<file path="config.mk">
export PLATFORM = sky130hd
export DESIGN_NAME = hack_fetch
export DESIGN_NICKNAME = d
export VERILOG_FILES = /design/src/rtl/hack_fetch.sv
export SDC_FILE = /design/constraint.sdc
export NUM_CORES = 1
export LEC_CHECK = 0
export CAP_MARGIN = 20
export CORE_ASPECT_RATIO = 1.75
export CORE_MARGIN = 2
export CORE_UTILIZATION = 38
export CTS_BUF_LIST = sky130_fd_sc_hd__clkbuf_4 sky130_fd_sc_hd__clkbuf_8
export DETAILED_ROUTE_END_ITERATION = 10
export GPL_ROUTABILITY_DRIVEN = 1
export PLACE_DENSITY = 0.83
export SYNTH_ARGS = -nofsm -noshare
export SYNTH_HDL_FRONTEND = slang
export SYNTH_SLANG_ARGS = --single-unit
</file>
<file path="constraint.sdc">
create_clock -name clock -period 2.3 [get_ports clock]
set_input_delay 0.345 -clock clock [delete_from_list [all_inputs] [get_ports clock]]
set_output_delay 0.345 -clock clock [all_outputs]
set_load 0.03 [all_outputs]
</file>
<file path="src/rtl/hack_fetch.sv">
// hack_fetch: Hack CPU fetch stage; drives a 1-cycle ROM and hands words to decode over valid/ready.
// The ROM address is the combinational next-PC, so stalls re-read and jumps redirect without bubbles.
module hack_fetch #(
  parameter int ADDR_W = 4,
  parameter int DATA_W = 16
) (
  input  logic              clock,
  input  logic              reset_n,
  input  logic              run,
  output logic [ADDR_W-1:0] rom_address,
  input  logic [DATA_W-1:0] rom_data,
  output logic [DATA_W-1:0] instr,
  output logic [ADDR_W-1:0] instr_pc,
  output logic              instr_valid,
  input  logic              instr_ready,
  input  logic              jump,
  input  logic [15:0]       jump_target,
  output logic              range_err,
  output logic [15:0]       instr_count
);
  logic [ADDR_W-1:0] r_pc;
  logic              r_pend;
  logic [15:0]       r_count;
  logic              r_range_err;
  logic              w_fire;
  logic              w_oob;
  logic [ADDR_W-1:0] w_next_pc;
  always_comb begin
    w_fire      = r_pend & run & instr_ready;
    w_oob       = jump & ((jump_target >> ADDR_W) != 16'd0);
    w_next_pc   = jump ? jump_target[ADDR_W-1:0] : w_fire ? r_pc + 1'b1 : r_pc;
    rom_address = reset_n ? w_next_pc : '0;
    instr       = rom_data;
    instr_pc    = r_pc;
    instr_valid = r_pend & run;
    range_err   = r_range_err;
    instr_count = r_count;
  end
  always_ff @(posedge clock or negedge reset_n) begin
    if (!reset_n) begin
      r_pc        <= '0;
      r_pend      <= 1'b0;
      r_count     <= '0;
      r_range_err <= 1'b0;
    end else begin
      r_pc        <= w_next_pc;
      r_pend      <= 1'b1;
      r_count     <= (w_fire && r_count != 16'hFFFF) ? r_count + 16'd1 : r_count;
      r_range_err <= r_range_err | w_oob;
    end
  end
endmodule

</file>
* After elaboration in Yosys (flattened, before gate mapping) *
Cells that the tools add are included.

word-level totals
  register bits after elaboration = 22
  latch bits = 0
  bits in writable memories = 0
  ROM bits = 0
  input port bits = 37
  output and inout bits = 42
  word-level logic and storage cells = 16
  memories = 0

cells by class
  add/sub/neg operators = 2
  multipliers = 0
  divide/modulo/power cells = 0
  magnitude comparators = 0
  equality and inequality tests = 1
  shift operators = 0
  mux-type cells = 3
  bitwise gates (word level) = 4
  reductions and logical operators = 2

operators with widths
  kind                     number
  $add A16 B1 Y16 const B  1
  $ne A16 B16 Y1 const B   1
  $reduce_bool A16 Y1      1
  $mux W4                  3
  $add A4 B1 Y4 const B    1
  $and A1 B1 Y1            3
  $logic_and A1 B1 Y1      1
  $or A1 B1 Y1             1

* Longest topological paths before layout *
Gate-level depths: netlist (run 1).

  depth in word-level cells = 5
  depth in mapped cells = 5
  depth with buffers taken out = 5

* Worst setup path after synthesis (run 1) *
Ideal clock, no wire load.

  path kind = reg2out
  start = register r_pc[0] (netlist: instr_pc[0])
  end = output port rom_address[3]
  arrival = 1.676 ns
  data required time = 1.955 ns
  path slack = 0.279 ns
  cell stages (with the launch flop) = 5
  buffers on the path = 0
  cells stage by stage = dfrtp_1 > nand3_1 > nor3_1 > nor3_1 > a211oi_1

on the way
  cells in the longest elaborated chain, start to end = 4

ends and longest elaborated chain
  element                 RTL line  text
  start, declared         21        logic [ADDR_W-1:0] r_pc;
  start signal, assigned  46        r_pc <= w_next_pc;
  $add A4 B1 Y4           31        w_next_pc = jump ? jump_target[ADDR_W-1:0] : w_fire ? r_pc + 1'b1 : r_pc;
  $mux W4 (2 in a row)    31
  $mux W4                 32        rom_address = reset_n ? w_next_pc : '0;
  end, declared           10        output logic [ADDR_W-1:0] rom_address,

No other way between the ends.

* Worst setup path in the final report (run 1) *
  start = input port run
  end = output port rom_address[1]

on the way
  cells in the longest elaborated chain, start to end = 5

ends and longest elaborated chain
  element                     RTL line  text
  start, declared             9         input logic run,
  $and A1 B1 Y1 (2 in a row)  29        w_fire = r_pend & run & instr_ready;
  $mux W4 (2 in a row)        31
  named net w_next_pc[1]      27        logic [ADDR_W-1:0] w_next_pc;
  $mux W4                     32

The timed path passes the listed nets, and every way through them passes these cells.

==> impl_metrics.py, run 1 <==
metrics = {
    "pwr": {
        "p_per_area_nw_per_um2": 663,
        "ir_drop_uv": 365,
        "p_leak_nw": 0.739,
    },
    "hold_path": {
        "worstHoldPathType": "in -> async",
    },
    "clocking": {
        "post_cts_buffers": 0,
        "cts.sinks": 22,
        "clock_path_buffers": 2,
        "clkLatencyLatePin_ps": 270,
        "cts_root_buffer": "clkbuf_8",
        "tritoncts": "done",
        "cts.htree.levels": 1,
        "cts_hold_buf": 0,
        "clkTransAtPathRegs_ps": 80,
        "numCtsBuffers": 3,
        "postCtsResizedCells": 0,
    },
    "global_routing": {
        "grt_antenna_before_repair": 0,
        "grt.total_usage_pct": 17.6,
        "grt_overflow": 0,
        "grt_start_max_net_pins": 13,
        "grt_pass1_vias": 1090,
        "grt_pass1_wl_um": 4930,
    },
    "run_status": {
        "status": "complete, no violations",
    },
    "yosys": {
        "synth_edf_count": 0,
        "ys_seq_elements": 22,
        "synth_seq_area_share_pct": 43.9,
        "synth_flop_cell": "dfrtp_1",
        "yosysUniqueCellTypes": 37,
        "synth_area_per_cell_um2": 10.4,
        "netlist_area_um2": 1250,
        "yosys_warnings": 0,
        "async_flop_share_pct": 100,
        "syn_nets": 160,
        "synthCells": 121,
    },
    "route": {
        "viasPerCell": 5.27,
        "firstDrtPassIters": 4,
        "drt_wl_total_um": 2820,
        "vias": 1065,
        "wl_met2_um": 1470,
        "drtIter0Drc": 2,
        "dr_wl_met3_um": 246,
        "drc": 0,
        "top_layer": "met4",
        "wire_per_inst_um": 14.0,
        "wl_met1_um": 1030,
        "ant_nets": 0,
    },
    "sta": {
        "clock.fmax_mhz": 479,
        "grt_setup_unrepaired": "no",
        "fin_crit_sh_pct": 90.7,
        "final.min_clock_period_ps": 2090,
        "hold_viol_final": 0,
        "worst_slew_pin_slew_ps": 528,
        "setup_viol": 0,
        "drv_slew": 0,
        "tns_ps": 0,
        "skew_ps": 4.79,
        "slew_headroom_pct": 64.6,
    },
    "cells_and_area": {
        "diodes": 0,
        "fin_cells": 202,
        "final_common_cell": "clkdlybuf4s50_1",
        "final_cell_mix": "42 x clkdlybuf4s50_1, 22 x dfrtp_1, 10 x buf_4",
        "final.fill_count": 265,
        "layout.nets": 199,
        "area_delta_synth_final_pct": 38.3,
        "layout-drive-gt1-share_pct": 13.8,
    },
    "floorplanning": {
        "die_x_um": 47.4,
        "die_h_um": 80.0,
        "die_area_um2": 3790,
        "num_rows": 27,
        "num_io_pins": 79,
        "core_region_area_um2": 3140,
        "start_util_pct": 39.9,
    },
    "worst_setup_path": {
        "end_kind": "output pin",
        "critPathArrivalTime_ps": 1740,
        "crit_type": "in -> out",
        "cp_max_fo": 5,
        "critPathLaunchType": "primary input",
        "required_ps": 1960,
    },
    "place": {
        "place_hpwl_um": 2250,
        "placedCellCount": 198,
        "place.gp.congestion": 0.818,
        "io_buffers": 46,
    },
    "run": {
        "max_cap_violations": 0,
    },
}
-- worst max-delay path: stages --
cell and delay (ps):
clkdlybuf4s50_1 520, nand3_2 140, mux2i_1 150, o21ai_0 250
and2_1 180, buf_4 160
-- state kept, by name, indices dropped and copies added, names as in the netlist --
signal,count
range_err,1
instr_count,16
instr_pc,4
r_pend,1
-- worst paths after layout --
kind / from / endpoint / slack (ps) / depth (start not counted)
min: reset_n / r_pend / 320 / 1
max: run / rom_address[1] / 210 / 6
min in group clock: range_err / range_err / 460 / 1
max reg2reg: instr_count[0] / instr_count[1] / 450 / 5
min reg2reg: range_err / range_err / 460 / 1
max in group asynchronous: reset_n / instr_count[15] / 1520 / 2
-- stage by stage --
step	setup slack (ps)	total power, mW	cell area (um2)	hold WS (ps)	utilization [%]
floorplan	279	0.744	1250	49.4	-
global placement	189	0.867	1670	443	53.3
detailed placement	59.4	0.877	1670	447	53.3
CTS	161	1.16	1730	318	55.0
global route	70.9	1.21	1730	323	55.2
finish	213	1.15	1730	316	55.2
-- cell families after synthesis --
kind of cell | Yosys count | synth area share, %
other | 1 | 0.299
buffers and inverters | 20 | 10.9
xor gates and xnor gates | 14 | 9.78
adders and majority gates | 2 | 2.00
AOI/OAI and AO/OA | 10 | 4.89
and+or+nand+nor | 49 | 25.4
muxes | 3 | 2.89
DFF | 22 | 43.9
-- synth_stat cells, types with 2 or more instances --
master,n,area (um2)
ha_1,2,25.0
a21oi_1,2,10.0
xnor2_1,6,52.6
o21ai_0,3,15.0
and3_1,2,12.5
nand4_1,6,37.5
nand4b_1,2,17.5
o21a_1,2,15.0
inv_1,2,7.51
nand3b_1,2,15.0
nand3_1,8,40.0
nor3_1,4,20.0
and2_1,4,25.0
nor4_1,3,18.8
dfrtp_1,22,551
nor4b_1,3,26.3
xor2_1,8,70.1
buf_4,16,120
nand2_1,6,22.5
-- routing by layer --
| metal | vias up | global-route usage [%] |
|---|---|---|
| met1 | 511 | 20.2 |
| met2 | 58 | 28.8 |
| met4 | 0 | 6.94 |
| li1 | 487 | - |
| met5 | - | 0 |
| met3 | 9 | 5.43 |
-- area by class of cell --
cell class	instances	area, um2	area share (%)
Sequential cell	22	551	31.7
Timing Repair Buffer	52	495	28.6
Inverter	2	7.51	0.433
Multi-Input combinational cell	79	572	33.0
Clock buffer	4	55.1	3.17
Tap cell	43	53.8	3.10
-- power by group --
group / internal, mW / switching, mW / leakage [nW]
clock network: 0.153 / 0.129 / 0.0288
logic: 0.175 / 0.195 / 0.426
registers: 0.435 / 0.0639 / 0.284
total: 0.763 / 0.388 / 0.739
(Power assumes the default switching activity.)
==> run 2: changes to the inputs <==
CORE_UTILIZATION = 34   (was 38)
PLACE_DENSITY = 0.78   (was 0.83)
clock period = 1.8 ns   (was 2.3 ns; I/O delays follow)
==> impl_metrics.py, run 2 (synthesis results as in run 1) <==
metrics = {
    "run_status": {
        "status": "finished, violations left",
        "violations": "negative setup slack",
    },
    "global_routing": {
        "grt_pass1_wl_um": 4930,
        "grt_overflow": 0,
        "grt.total_usage_pct": 14.9,
        "grt_start_max_net_pins": 19,
        "grt_pass1_vias": 1119,
        "grt_antenna_before_repair": 0,
    },
    "floorplanning": {
        "start_util_pct": 34.9,
        "die_h_um": 84.3,
        "die_area_um2": 4210,
        "core_region_area_um2": 3590,
        "die_x_um": 49.9,
        "num_io_pins": 79,
        "num_rows": 29,
    },
    "sta": {
        "skew_ps": 4.19,
        "holdWs_ps": 237,
        "final.min_clock_period_ps": 1800,
        "clock.fmax_mhz": 555,
        "hold_viol_final": 0,
        "tns_ps": -2.31,
        "setup_ws_ps": -2.31,
        "drv_slew": 0,
        "fin_crit_sh_pct": 100,
        "setup_viol": 1,
        "grt_setup_unrepaired": "yes",
    },
    "route": {
        "wire_per_inst_um": 13.5,
        "drtIter0Drc": 12,
        "drt_wl_total_um": 2880,
        "vias": 1083,
        "firstDrtPassIters": 4,
        "viasPerCell": 5.06,
        "ant_nets": 0,
        "drc": 0,
    },
    "worst_setup_path": {
        "r2r_end": "instr_count[11]",
        "cp_max_fo": 3,
        "cp-startpoint": "instr_pc[0]",
        "crit_type": "reg -> out",
        "ff2ff_setup_slack_ps": 110,
        "reg2reg_depth": 6,
        "required_ps": 1530,
        "worstReg2RegStart": "r_pend",
        "end_kind": "output pin",
        "critPathArrivalTime_ps": 1530,
        "critPathLaunchType": "flip-flop",
    },
    "clocking": {
        "numCtsBuffers": 3,
        "cts_hold_buf": 0,
        "clkLatencyLatePin_ps": 260,
        "cts.sinks": 22,
        "clock_path_buffers": 2,
        "cts_root_buffer": "clkbuf_8",
        "tritoncts": "done",
        "clkTransAtPathRegs_ps": 70,
        "cts.htree.levels": 1,
    },
    "hold_path": {
        "worstHoldPathType": "in -> async",
    },
    "cells_and_area": {
        "final.fill_count": 326,
        "largest_register_ffs": 16,
        "layout.nets": 208,
        "layout-drive-gt1-share_pct": 22.6,
        "final_cell_mix": "39 x clkdlybuf4s50_1, 20 x dfrtp_1, 16 x buf_4",
        "area_delta_synth_final_pct": 46.5,
        "final_common_cell": "clkdlybuf4s50_1",
        "diodes": 0,
    },
    "place": {
        "place_hpwl_um": 2260,
        "place.gp.congestion": 0.855,
        "io_buffers": 46,
        "dpl_worst_slack_ps": -270,
    },
    "pwr": {
        "p_per_area_nw_per_um2": 799,
        "p_leak_nw": 0.790,
        "ir_drop_uv": 510,
    },
    "run": {
        "max_cap_violations": 0,
    },
}
run 2: repair_timing:
action                     4_1_cts  5_1_grt
setup buffers                    3        1
setup endpoints to repair        4        5
resized for setup               11        3
pin swaps                        2        6
run 2: layer usage:
metal	part of all wire (%)	track usage (%)
met2	55	26.2
met1	38	16.8
met5	0	0
met3	5.8	2.85
met4	1.8	7.07
run 2: per-stage QoR:
step	util, %	instance area (um2)	cells	total power, mW
finish	51.1	1840	214	1.47
global route	51.1	1840	214	1.54
CTS	50.6	1820	213	1.48
detailed placement	47.9	1720	206	1.13
global placement	47.9	1720	206	1.12
floorplan	-	1260	121	0.957
run 2: final cells by class:
class	instances	area (um2)	area share [%]
Timing Repair Buffer	61	573	31.2
Tap cell	46	57.6	3.13
Multi-Input combinational cell	79	597	32.5
Inverter	2	7.51	0.409
Clock buffer	4	48.8	2.66
Sequential cell	22	553	30.1
run 2: where the power goes:
part	internal, mW	switching (mW)	total (mW)
clock	0.173	0.158	0.331
sequential	0.560	0.0805	0.641
combinational	0.241	0.256	0.496
run 2: worst max-delay path, stage by stage (launching register included):
cell and delay (ps):
dfrtp_1 370, buf_4 130, nand3_1 120, nor3_2 210, nor3_2 90, a211oi_2 160
buf_4 190
run 2: worst max-delay path by stage:
stage	slack (ps)	endpoint	cells after the start
floorplan	40	instr_count[1]	4
global placement	-210	rom_address[1]	7
detailed placement	-270	rom_address[1]	7
CTS	4	rom_address[3]	6
global route	-120	rom_address[3]	6
finish	-2	rom_address[3]	6
